$ cat src/rtl/mips_multicycle_control_if.sv
// Memory handshake between the multicycle controller and the Avalon-style memory port.
//   read        controller -> memory  read strobe
//   write       controller -> memory  write strobe
//   waitrequest memory -> controller  stall; a transfer completes on a cycle where it is low
interface mips_multicycle_control_if;
  logic read;
  logic write;
  logic waitrequest;

  modport master (
    output read,
    output write,
    input  waitrequest
  );

  modport slave (
    input  read,
    input  write,
    output waitrequest
  );
endinterface

$ cat src/rtl/mips_multicycle_control.sv
// Multicycle MIPS control FSM: sequences fetch/decode/execute/memory/writeback over an
// Avalon-style memory port and decodes the held instruction into datapath selects.
// Outputs are combinational on state + instr (+ waitrequest/alu_flag where a strobe is qualified).
// Ports:
//   clk, reset          rising-edge clock, asynchronous active-high reset
//   mem (master)        read/write strobes out, waitrequest in
//   instr               instruction register contents
//   alu_flag            ALUResult[0], branch compare result
//   jr_target_zero      rs == 0, halt detect on JR
//   IorD .. MemtoReg    datapath selects and write strobes
//   active              high while running, low after halt
module mips_multicycle_control (
  input  logic                          clk,
  input  logic                          reset,
  mips_multicycle_control_if.master     mem,
  input  logic [31:0]                   instr,
  input  logic                          alu_flag,
  input  logic                          jr_target_zero,
  output logic                          IorD,
  output logic                          IRWrite,
  output logic                          PCWrite,
  output logic [1:0]                    PCSource,
  output logic                          ALUSrcA,
  output logic [1:0]                    ALUSrcB,
  output logic [4:0]                    ALUControl,
  output logic                          RegWrite,
  output logic [1:0]                    RegDst,
  output logic                          MemtoReg,
  output logic                          active
);

  localparam int unsigned OPC_W = 6;
  localparam int unsigned ST_W  = 4;

  // FSM states
  localparam logic [ST_W-1:0] S_RESET  = 4'd0;
  localparam logic [ST_W-1:0] S_FETCH  = 4'd1;
  localparam logic [ST_W-1:0] S_DECODE = 4'd2;
  localparam logic [ST_W-1:0] S_EXEC   = 4'd3;
  localparam logic [ST_W-1:0] S_MEMADR = 4'd4;
  localparam logic [ST_W-1:0] S_MEMRD  = 4'd5;
  localparam logic [ST_W-1:0] S_MEMWR  = 4'd6;
  localparam logic [ST_W-1:0] S_MEMWB  = 4'd7;
  localparam logic [ST_W-1:0] S_ALUWB  = 4'd8;
  localparam logic [ST_W-1:0] S_BRANCH = 4'd9;
  localparam logic [ST_W-1:0] S_JUMP   = 4'd10;
  localparam logic [ST_W-1:0] S_HALT   = 4'd11;

  // ALU operation codes
  localparam logic [4:0] ALU_AND   = 5'b00000;
  localparam logic [4:0] ALU_OR    = 5'b00001;
  localparam logic [4:0] ALU_ADD   = 5'b00010;
  localparam logic [4:0] ALU_XOR   = 5'b00011;
  localparam logic [4:0] ALU_SLL   = 5'b00100;
  localparam logic [4:0] ALU_SRL   = 5'b00101;
  localparam logic [4:0] ALU_SUB   = 5'b00110;
  localparam logic [4:0] ALU_SLT   = 5'b00111;
  localparam logic [4:0] ALU_SRA   = 5'b01000;
  localparam logic [4:0] ALU_SLTU  = 5'b01001;
  localparam logic [4:0] ALU_EQ    = 5'b01010;
  localparam logic [4:0] ALU_PASSB = 5'b01011;
  localparam logic [4:0] ALU_LINK  = 5'b01101;
  localparam logic [4:0] ALU_PASSA = 5'b01110;
  localparam logic [4:0] ALU_LEZ   = 5'b10000;
  localparam logic [4:0] ALU_JUMP  = 5'b10001;

  // Opcodes
  localparam logic [OPC_W-1:0] OP_RTYPE = 6'h00;
  localparam logic [OPC_W-1:0] OP_J     = 6'h02;
  localparam logic [OPC_W-1:0] OP_JAL   = 6'h03;
  localparam logic [OPC_W-1:0] OP_BEQ   = 6'h04;
  localparam logic [OPC_W-1:0] OP_BNE   = 6'h05;
  localparam logic [OPC_W-1:0] OP_BLEZ  = 6'h06;
  localparam logic [OPC_W-1:0] OP_BGTZ  = 6'h07;
  localparam logic [OPC_W-1:0] OP_ADDIU = 6'h09;
  localparam logic [OPC_W-1:0] OP_SLTI  = 6'h0A;
  localparam logic [OPC_W-1:0] OP_SLTIU = 6'h0B;
  localparam logic [OPC_W-1:0] OP_ANDI  = 6'h0C;
  localparam logic [OPC_W-1:0] OP_ORI   = 6'h0D;
  localparam logic [OPC_W-1:0] OP_XORI  = 6'h0E;
  localparam logic [OPC_W-1:0] OP_LUI   = 6'h0F;
  localparam logic [OPC_W-1:0] OP_LW    = 6'h23;
  localparam logic [OPC_W-1:0] OP_SW    = 6'h2B;

  // R-type function codes
  localparam logic [OPC_W-1:0] FN_SLL  = 6'h00;
  localparam logic [OPC_W-1:0] FN_SRL  = 6'h02;
  localparam logic [OPC_W-1:0] FN_SRA  = 6'h03;
  localparam logic [OPC_W-1:0] FN_JR   = 6'h08;
  localparam logic [OPC_W-1:0] FN_ADD  = 6'h21;
  localparam logic [OPC_W-1:0] FN_SUB  = 6'h23;
  localparam logic [OPC_W-1:0] FN_AND  = 6'h24;
  localparam logic [OPC_W-1:0] FN_OR   = 6'h25;
  localparam logic [OPC_W-1:0] FN_XOR  = 6'h26;
  localparam logic [OPC_W-1:0] FN_SLT  = 6'h2A;
  localparam logic [OPC_W-1:0] FN_SLTU = 6'h2B;

  logic [ST_W-1:0]  state;
  logic [ST_W-1:0]  state_nxt;
  logic [OPC_W-1:0] opcode;
  logic [OPC_W-1:0] funct;
  logic             is_rtype;
  logic [4:0]       r_alu;
  logic             r_known;
  logic [4:0]       i_alu;
  logic             branch_inv;
  logic             unused_instr_bits;

  assign opcode   = instr[31:32-OPC_W];
  assign funct    = instr[OPC_W-1:0];
  assign is_rtype = (opcode == OP_RTYPE);

  // Register/immediate/shamt fields are consumed by the datapath, not here
  assign unused_instr_bits = ^instr[25:6];

  // R-type funct to ALU operation
  always_comb begin
    r_alu   = ALU_AND;
    r_known = 1'b1;
    case (funct)
      FN_ADD:  r_alu = ALU_ADD;
      FN_SUB:  r_alu = ALU_SUB;
      FN_AND:  r_alu = ALU_AND;
      FN_OR:   r_alu = ALU_OR;
      FN_XOR:  r_alu = ALU_XOR;
      FN_SLT:  r_alu = ALU_SLT;
      FN_SLTU: r_alu = ALU_SLTU;
      FN_SLL:  r_alu = ALU_SLL;
      FN_SRL:  r_alu = ALU_SRL;
      FN_SRA:  r_alu = ALU_SRA;
      default: r_known = 1'b0;
    endcase
  end

  // I-type opcode to ALU operation; zero-extension for logical immediates lives in the datapath
  always_comb begin
    i_alu = ALU_ADD;
    case (opcode)
      OP_ADDIU: i_alu = ALU_ADD;
      OP_SLTI:  i_alu = ALU_SLT;
      OP_SLTIU: i_alu = ALU_SLTU;
      OP_ANDI:  i_alu = ALU_AND;
      OP_ORI:   i_alu = ALU_OR;
      OP_XORI:  i_alu = ALU_XOR;
      OP_LUI:   i_alu = ALU_PASSB;
      default:  i_alu = ALU_ADD;
    endcase
  end

  // BNE/BGTZ reuse the EQ/LEZ compare with the sense flipped
  assign branch_inv = (opcode == OP_BNE) || (opcode == OP_BGTZ);

  // State register
  always_ff @(posedge clk or posedge reset) begin
    if (reset) begin
      state <= S_RESET;
    end else begin
      state <= state_nxt;
    end
  end

  // Next state and Moore-style outputs
  always_comb begin
    state_nxt  = state;
    mem.read   = 1'b0;
    mem.write  = 1'b0;
    IorD       = 1'b0;
    IRWrite    = 1'b0;
    PCWrite    = 1'b0;
    PCSource   = 2'd0;
    ALUSrcA    = 1'b0;
    ALUSrcB    = 2'd0;
    ALUControl = ALU_AND;
    RegWrite   = 1'b0;
    RegDst     = 2'd0;
    MemtoReg   = 1'b0;
    active     = 1'b1;

    case (state)
      S_RESET: begin
        state_nxt = S_FETCH;
      end

      // PC + 4 computed every cycle; IR and PC only load on the completing cycle
      S_FETCH: begin
        mem.read   = 1'b1;
        ALUSrcB    = 2'd1;
        ALUControl = ALU_ADD;
        if (!mem.waitrequest) begin
          IRWrite   = 1'b1;
          PCWrite   = 1'b1;
          state_nxt = S_DECODE;
        end
      end

      // Branch target precomputed into ALUOut while dispatching
      S_DECODE: begin
        ALUSrcB    = 2'd3;
        ALUControl = ALU_ADD;
        case (opcode)
          OP_RTYPE:                         state_nxt = (funct == FN_JR) ? S_JUMP : S_EXEC;
          OP_LW, OP_SW:                     state_nxt = S_MEMADR;
          OP_BEQ, OP_BNE, OP_BLEZ, OP_BGTZ: state_nxt = S_BRANCH;
          OP_J, OP_JAL:                     state_nxt = S_JUMP;
          OP_ADDIU, OP_SLTI, OP_SLTIU, OP_ANDI,
          OP_ORI, OP_XORI, OP_LUI:          state_nxt = S_EXEC;
          default:                          state_nxt = S_FETCH;
        endcase
      end

      // Unknown R-type funct retires as a NOP without reaching writeback
      S_EXEC: begin
        ALUSrcA = 1'b1;
        if (is_rtype) begin
          ALUSrcB    = 2'd0;
          ALUControl = r_alu;
          state_nxt  = r_known ? S_ALUWB : S_FETCH;
        end else begin
          ALUSrcB    = 2'd2;
          ALUControl = i_alu;
          state_nxt  = S_ALUWB;
        end
      end

      S_ALUWB: begin
        RegWrite  = 1'b1;
        RegDst    = is_rtype ? 2'd1 : 2'd0;
        state_nxt = S_FETCH;
      end

      S_MEMADR: begin
        ALUSrcA    = 1'b1;
        ALUSrcB    = 2'd2;
        ALUControl = ALU_ADD;
        state_nxt  = (opcode == OP_LW) ? S_MEMRD : S_MEMWR;
      end

      S_MEMRD: begin
        mem.read = 1'b1;
        IorD     = 1'b1;
        if (!mem.waitrequest) begin
          state_nxt = S_MEMWB;
        end
      end

      S_MEMWR: begin
        mem.write = 1'b1;
        IorD      = 1'b1;
        if (!mem.waitrequest) begin
          state_nxt = S_FETCH;
        end
      end

      S_MEMWB: begin
        RegWrite  = 1'b1;
        MemtoReg  = 1'b1;
        state_nxt = S_FETCH;
      end

      S_BRANCH: begin
        ALUSrcA    = 1'b1;
        ALUSrcB    = 2'd0;
        ALUControl = ((opcode == OP_BEQ) || (opcode == OP_BNE)) ? ALU_EQ : ALU_LEZ;
        PCWrite    = alu_flag ^ branch_inv;
        PCSource   = 2'd1;
        state_nxt  = S_FETCH;
      end

      // JR to address zero is the halt convention
      S_JUMP: begin
        PCWrite = 1'b1;
        if (is_rtype) begin
          ALUSrcA    = 1'b1;
          ALUControl = ALU_PASSA;
          PCSource   = 2'd0;
          state_nxt  = jr_target_zero ? S_HALT : S_FETCH;
        end else begin
          PCSource  = 2'd2;
          state_nxt = S_FETCH;
          if (opcode == OP_JAL) begin
            RegWrite   = 1'b1;
            RegDst     = 2'd2;
            ALUControl = ALU_LINK;
          end else begin
            ALUControl = ALU_JUMP;
          end
        end
      end

      S_HALT: begin
        active = 1'b0;
      end

      default: begin
        state_nxt = S_RESET;
      end
    endcase
  end

endmodule
$ cat src/flat_wrapper.sv
// flat-port wrapper written by rule: the top's interface ports become plain ports
module mips_multicycle_control_flat 
  (clk, reset, instr, alu_flag, jr_target_zero, IorD, IRWrite, PCWrite, PCSource, ALUSrcA, ALUSrcB, ALUControl, RegWrite, RegDst, MemtoReg, active, mem_read, mem_write, mem_waitrequest);
  mips_multicycle_control_if mem_i ();
  input  logic clk;
  input  logic reset;
  input  logic [31:0] instr;
  input  logic alu_flag;
  input  logic jr_target_zero;
  output logic IorD;
  output logic IRWrite;
  output logic PCWrite;
  output logic [1:0] PCSource;
  output logic ALUSrcA;
  output logic [1:0] ALUSrcB;
  output logic [4:0] ALUControl;
  output logic RegWrite;
  output logic [1:0] RegDst;
  output logic MemtoReg;
  output logic active;
  output wire logic [$bits(mem_i.read)-1:0] mem_read;
  output wire logic [$bits(mem_i.write)-1:0] mem_write;
  input wire logic [$bits(mem_i.waitrequest)-1:0] mem_waitrequest;
  assign mem_read = mem_i.read;
  assign mem_write = mem_i.write;
  assign mem_i.waitrequest = mem_waitrequest;
  mips_multicycle_control u_core (.clk(clk), .reset(reset), .mem(mem_i), .instr(instr), .alu_flag(alu_flag), .jr_target_zero(jr_target_zero), .IorD(IorD), .IRWrite(IRWrite), .PCWrite(PCWrite), .PCSource(PCSource), .ALUSrcA(ALUSrcA), .ALUSrcB(ALUSrcB), .ALUControl(ALUControl), .RegWrite(RegWrite), .RegDst(RegDst), .MemtoReg(MemtoReg), .active(active));
endmodule
$ cat config.mk
export PLATFORM = sky130hd
export DESIGN_NAME = mips_multicycle_control_flat
export DESIGN_NICKNAME = d
export VERILOG_FILES = /design/src/rtl/mips_multicycle_control_if.sv /design/src/rtl/mips_multicycle_control.sv /design/src/flat_wrapper.sv
export SDC_FILE = /design/constraint.sdc
export NUM_CORES = 1
export LEC_CHECK = 0
export CORE_MARGIN = 3
export CORE_UTILIZATION = 35
export DETAILED_ROUTE_END_ITERATION = 12
export PLACE_DENSITY = 0.73
export SYNTH_ARGS = -nofsm -noshare
export SYNTH_HDL_FRONTEND = slang
export SYNTH_SLANG_ARGS = --single-unit
$ cat constraint.sdc
create_clock -name clk -period 2.7 [get_ports clk]
set_input_delay 0.54 -clock clk [delete_from_list [all_inputs] [get_ports clk]]
set_output_delay 0.54 -clock clk [all_outputs]
set_load 0.02 [all_outputs]
# Word level (Yosys, flattened, before mapping)
# Index checks and enable logic that the tools add are counted.
dict set report classes {
  bitwise 2
  n_reduce_logical 17
  muxes 39
  eq_ne 39
}
# operator n
set op_table {}
lappend op_table {{$pmux 4 s9} 2}
lappend op_table {{$eq 6x6->1 const B} 9}
lappend op_table {{$eq 6x4->1 const B} 8}
lappend op_table {{$mux 4} 9}
lappend op_table {{$eq 6x2->1 const B} 4}
lappend op_table {{$eq 6x3->1 const B} 4}
lappend op_table {{$pmux 4 s6} 1}
lappend op_table {{$pmux 4 s5} 1}
lappend op_table {{$pmux 5 s4} 1}
lappend op_table {{$eq 4x3->1 const B} 4}
lappend op_table {{$eq 4x4->1 const B} 4}
lappend op_table {{$mux 5} 3}
lappend op_table {{$logic_not 6->1} 2}
lappend op_table {{$mux 1} 12}
lappend op_table {{$reduce_or 10->1} 1}
lappend op_table {{$reduce_or 2->1} 5}
lappend op_table {{$eq 4x2->1 const B} 2}
lappend op_table {{$mux 2} 4}
lappend op_table {{$pmux 2 s2} 2}
lappend op_table {{$pmux 2 s4} 1}
lappend op_table {{$reduce_or 4->1} 2}
lappend op_table {{$reduce_or 7->1} 1}
lappend op_table {{$ne 2x2->1 const B} 3}
lappend op_table {{$reduce_or 3->1} 2}
lappend op_table {{8 further kinds} 10}
dict set report word_totals {
  reg_bits 4
  out_inout_bits 20
  wordCells 98
  input_bits 37
}

# Longest topological paths before layout
# Gate-level depths: netlist (run 1).
dict set report depth {
  ltp_word 6
  mapped_depth 7
  depth_no_buf 6
}

# Least setup slack after synthesis (run 1)
# Ideal clock, no wire load.
dict set report synth_path {
  kind {input to output}
  startpoint {input port instr[0]}
  endpoint {output port ALUControl[2]}
  cell_stages 5
  n_path_buf 1
  slack_ns -0.011
  arrival_ns 2.171
  required_ns 2.160
  path_cell_list {clkbuf_1 or3_1 a2111oi_0 o21ai_0 a311oi_1}
}
dict set report synth_via {
  elab_chain_len 4
  word_cells_on_any_way 12
  cone_classes {8 x eq/ne; 3 x mux; 1 x reduce/logical}
}
# element line
set synth_rtl {}
lappend synth_rtl {{from (decl)} flat_wrapper.sv:7} ;# input logic [31:0] instr;
lappend synth_rtl {{$eq 6x2->1 (tied with other cells)} mips_multicycle_control.sv:120} ;# case (funct)
lappend synth_rtl {{$pmux 4 s9 *} mips_multicycle_control.sv:120}
lappend synth_rtl {{$mux 4 *} mips_multicycle_control.sv:214} ;# if (is_rtype) begin
lappend synth_rtl {{$pmux 5 s4 *} mips_multicycle_control.sv:179} ;# case (state)
lappend synth_rtl {{to (decl)} flat_wrapper.sv:16} ;# output logic [4:0] ALUControl;
# Mark *: on every way between the ends. The rest lies on a longest branch, timed or not.

# Worst setup path in the final report (run 1)
dict set report layout_path {
  startpoint {input port instr[29]}
  endpoint {output port ALUControl[1]}
}
dict set report layout_via {
  elab_chain_len 4
  word_cells_on_any_way 15
  cone_classes {8 x eq/ne; 5 x mux; 2 x reduce/logical}
}
# element line
set layout_rtl {}
lappend layout_rtl {{$eq 6x4->1 or $eq 6x3->1 (tied branches)} {mips_multicycle_control.sv:138, mips_multicycle_control.sv:263}}
lappend layout_rtl {{$pmux 4 s6 or $logic_or 1x1->1 (tied branches)} {mips_multicycle_control.sv:138, mips_multicycle_control.sv:263}}
lappend layout_rtl {{$mux 4 or $mux 5 (tied branches)} {mips_multicycle_control.sv:214, mips_multicycle_control.sv:263}}
lappend layout_rtl {{$pmux 5 s4 *} mips_multicycle_control.sv:179}
# Marked as above.

==> out/metrics.csv, run 1 <==
stage;metric;value;unit
yosys;synthCells;161;
cts;cts_buffers;3;
cts;root_buffer;clkbuf_4;
global_routing;grt_pass1_vias;1519;
worst_setup_path;slowest_delay;0.34;ns
layout;nets;272;
yosys;synth_ff_type;dfrtp_1;
layout;area_delta_synth_final;68.4;%
detailed_routing;vias;1556;
sta;setup_tns;0;ns
run;drv_cap;0;
worst_setup_path;cp_max_fo;5;
cts;clkTransAtPathRegs;0.04;ns
sta;worstMarginPinSlew;0.475;ns
yosys;synth_cell_types;48;
die;num_rows;19;
power_and_ir_drop;peakVddDrop;432;uV
yosys;yosys_warnings;0;
die;io_pins;57;
detailed_routing;drc;0;
die;start_util;37.2;%
worst_setup_path;rr_startpoint;u_core.state[2];
yosys;ys_top_cells_by_area;dfrtp_1 (9.6%), nor2_1 (6.8%), a21oi_1 (4.8%), nand2b_1 (4.8%), clkbuf_1 (4.7%);
worst_setup_path;crit_chain;clkdlybuf4s15_1 > or3_4 > buf_6 > nor4_4 > buf_4 > o21ai_2 > nand3_1 > o311ai_2 > buf_4;
die;die-area;3680;um^2
status;status;completed;
detailed_routing;via_per_inst;5.89;
sta;slew_headroom;67.9;%
global_routing;grt_pass1_wl;6.76;mm
yosys;syn_area;1040;um^2
worst_setup_path;end_kind;output port;
layout;finalNonFillerCells;264;
worst_setup_path;crit_start;instr[29];
sta;max_freq;0.378;GHz
hold_path;hold_path_class;in2async;
sta;setup-violations-final;0;
placement;post-dp-hpwl;3.34;mm
die;die_y;60.6;um
power_and_ir_drop;power_density;719;nW/um^2
worst_setup_path;crit_path_top_delay_cell;or3_4;
layout;diodes;0;
sta;post-route-min-period;2.65;ns
power_and_ir_drop;total_power;1.26;mW
detailed_routing;drt_pass1_iterations;5;
placement;port_buffers;36;
cts;clk_latency;0.25;ns
cts;cts_hold_buf;0;
power_and_ir_drop;total_leakage_power;0.765;nW
cts;clockBufferDepth;2;
cts;htree_levels;1;
worst_setup_path;worstPathRequired;2.16;ns
yosys;synth.avg_cell_area;6.49;um^2
yosys;seq_area_frac_synth;9.58;%
layout;drive_above_1_share;34.8;%
die;dieWidth;60.6;um
worst_setup_path;start_kind;input port;
yosys;synth_top_area_share;9.58;%
die;core-area;2810;um^2
worst_setup_path;crit_top_cell;buf_4;
yosys;synth_edf_count;0;
worst_setup_path;crit_family;simple AND/OR/NAND/NOR gates;
sta;clock_skew;0.00827;ns
yosys;ys_async_sr_fraction;100;%
detailed_routing;routedWlPerCell;15.7;um
cts;cts_num_sinks;4;
placement;gp_congestion;0.917;
yosys;yosysTopAreaCell;dfrtp_1;
sta;slew_viol_final;0;
worst_setup_path;crit_arrival;2.11;ns
global_routing;overflow;0;
detailed_routing;wirelength;4.15;mm
yosys;syn_nets;198;
layout;reg_top3;u_core.state: 4 flops;
cts;cts_tree;done;
worst_setup_path;critPathKind;in2out;
sta;hold_slack;0.476;ns
sta;hold_violations;0;
yosys;yosys_register_bits;4;
global_routing;grt_use_total;23.7;%
detailed_routing;drt_iter0_markers;96;
detailed_routing;ant_nets;0;
global_routing;antenna_found_initial;0;
layout;max_flop_register;u_core.state;
global_routing;grt_max_degree;15;
layout;largest_reg_flops;4;
placement;place_inst;256;
sta;min_period_over_period;98.0;%
worst_setup_path;cp_num_buf_inv;4;
-- worst paths after layout --
check / to / cells after the start / slack (ns)
worst max-delay path: ALUControl[1] / 9 / 0.05
worst min-delay path: u_core.state[0] / 2 / 0.48
worst max register to register: u_core.state[0] / 6 / 1.03
worst min register to register: u_core.state[2] / 1 / 0.48
max in group asynchronous: u_core.state[2] / 2 / 2.07
min in group clk: u_core.state[2] / 1 / 0.48
-- power by group --
part           switching (mW)  total, mW  internal (mW)
Sequential             0.0435      0.130         0.0860
Clock                  0.0311     0.0812         0.0502
Combinational           0.581       1.05          0.473
-- layer usage --
layer / routed length (um) / vias to the layer above / GRT usage (%) / share of wire, %
li1: - / 751 / - / -
met1: 1640 / 728 / 27.9 / 40
met2: 2150 / 69 / 42.9 / 52
met3: 286 / 8 / 5.11 / 6.9
met4: 68 / 0 / 6.50 / 1.6
met5: 0 / - / 0 / 0
-- cells by family (layout without fill, tap and decap cells) --
kind of cell	Yosys count	after routing	share of synthesized area, %
simple gates	73	73	38.1
compound gates	53	53	35.6
buf+inv	23	95	9.82
mux	2	2	1.92
flops	4	4	9.58
xor+xnor	6	6	5.03
-- cells in the final DEF (no fill, tap or decap), types with 4 or more instances in the layout --
cell type,count
buf_4,50
nor2_1,18
clkdlybuf4s50_1,15
nand2_1,11
a21oi_1,10
nand2b_1,8
inv_1,7
nor3_1,6
nand3_1,6
o21ai_0,6
dlygate4sd2_1,6
o22ai_1,5
xor2_1,5
clkbuf_2,5
buf_6,5
a31oi_1,4
dfrtp_1,4
-- stage by stage --
step	setup slack, ns	utilization (%)	instance area, um^2
after detailed placement	-0.660	60.7	1700
after global routing	-0.0115	62.7	1760
after global placement	-0.622	60.7	1700
final	0.0538	62.7	1760
after floorplan	0.0586	-	1050
after CTS	0.00164	61.9	1740
-- what timing repair did --
item                                    in CTS  in global routing
gates cloned                                 0                  0
pin swaps                                    7                  8
setup buffers                                1                  4
resized for setup                           53                 27
endpoints found under the setup margin      12                 11
-- cells in the mapped netlist, types with 2 or more instances --
cell type  count
dfrtp_1        4
o22ai_1        5
nor2b_1        3
or3_1          5
nor2_1        19
nor3_1         6
buf_6          2
nand2b_1       8
a32oi_1        3
o311ai_0       3
mux2i_1        2
a22oi_1        3
a21oi_1       10
a31oi_1        4
nand2_1       11
a311oi_1       2
clkbuf_1      13
a22o_1         2
or2_2          2
o21ai_0        7
inv_1          7
a31o_2         2
xor2_1         5
nand3_1        6
o32ai_1        2
nand3b_1       3
-- layout make-up --
type,count,area [um^2]
clock buffers,3,22.5
flip-flops and latches,4,100
well taps,31,38.8
inverters,7,26.3
repair buffers,85,689
fillers,272,1050
multi-input cells,134,882
(Power assumes the default switching activity.)
==> run 2, diff against run 1 <==
--- a/config.mk
+++ b/config.mk
@@ -5,6 +5,7 @@
 export SDC_FILE = /design/constraint.sdc
 export NUM_CORES = 1
 export LEC_CHECK = 0
+export ABC_CLOCK_PERIOD_IN_PS = 2700
 export CORE_MARGIN = 3
 export CORE_UTILIZATION = 35
 export DETAILED_ROUTE_END_ITERATION = 12
@@ -12,3 +13,4 @@
 export SYNTH_ARGS = -nofsm -noshare
 export SYNTH_HDL_FRONTEND = slang
 export SYNTH_SLANG_ARGS = --single-unit
+export TNS_END_PERCENT = 100
==> results of run 2 <==
Final layout, timing and power as in run 1 (identical DEF).
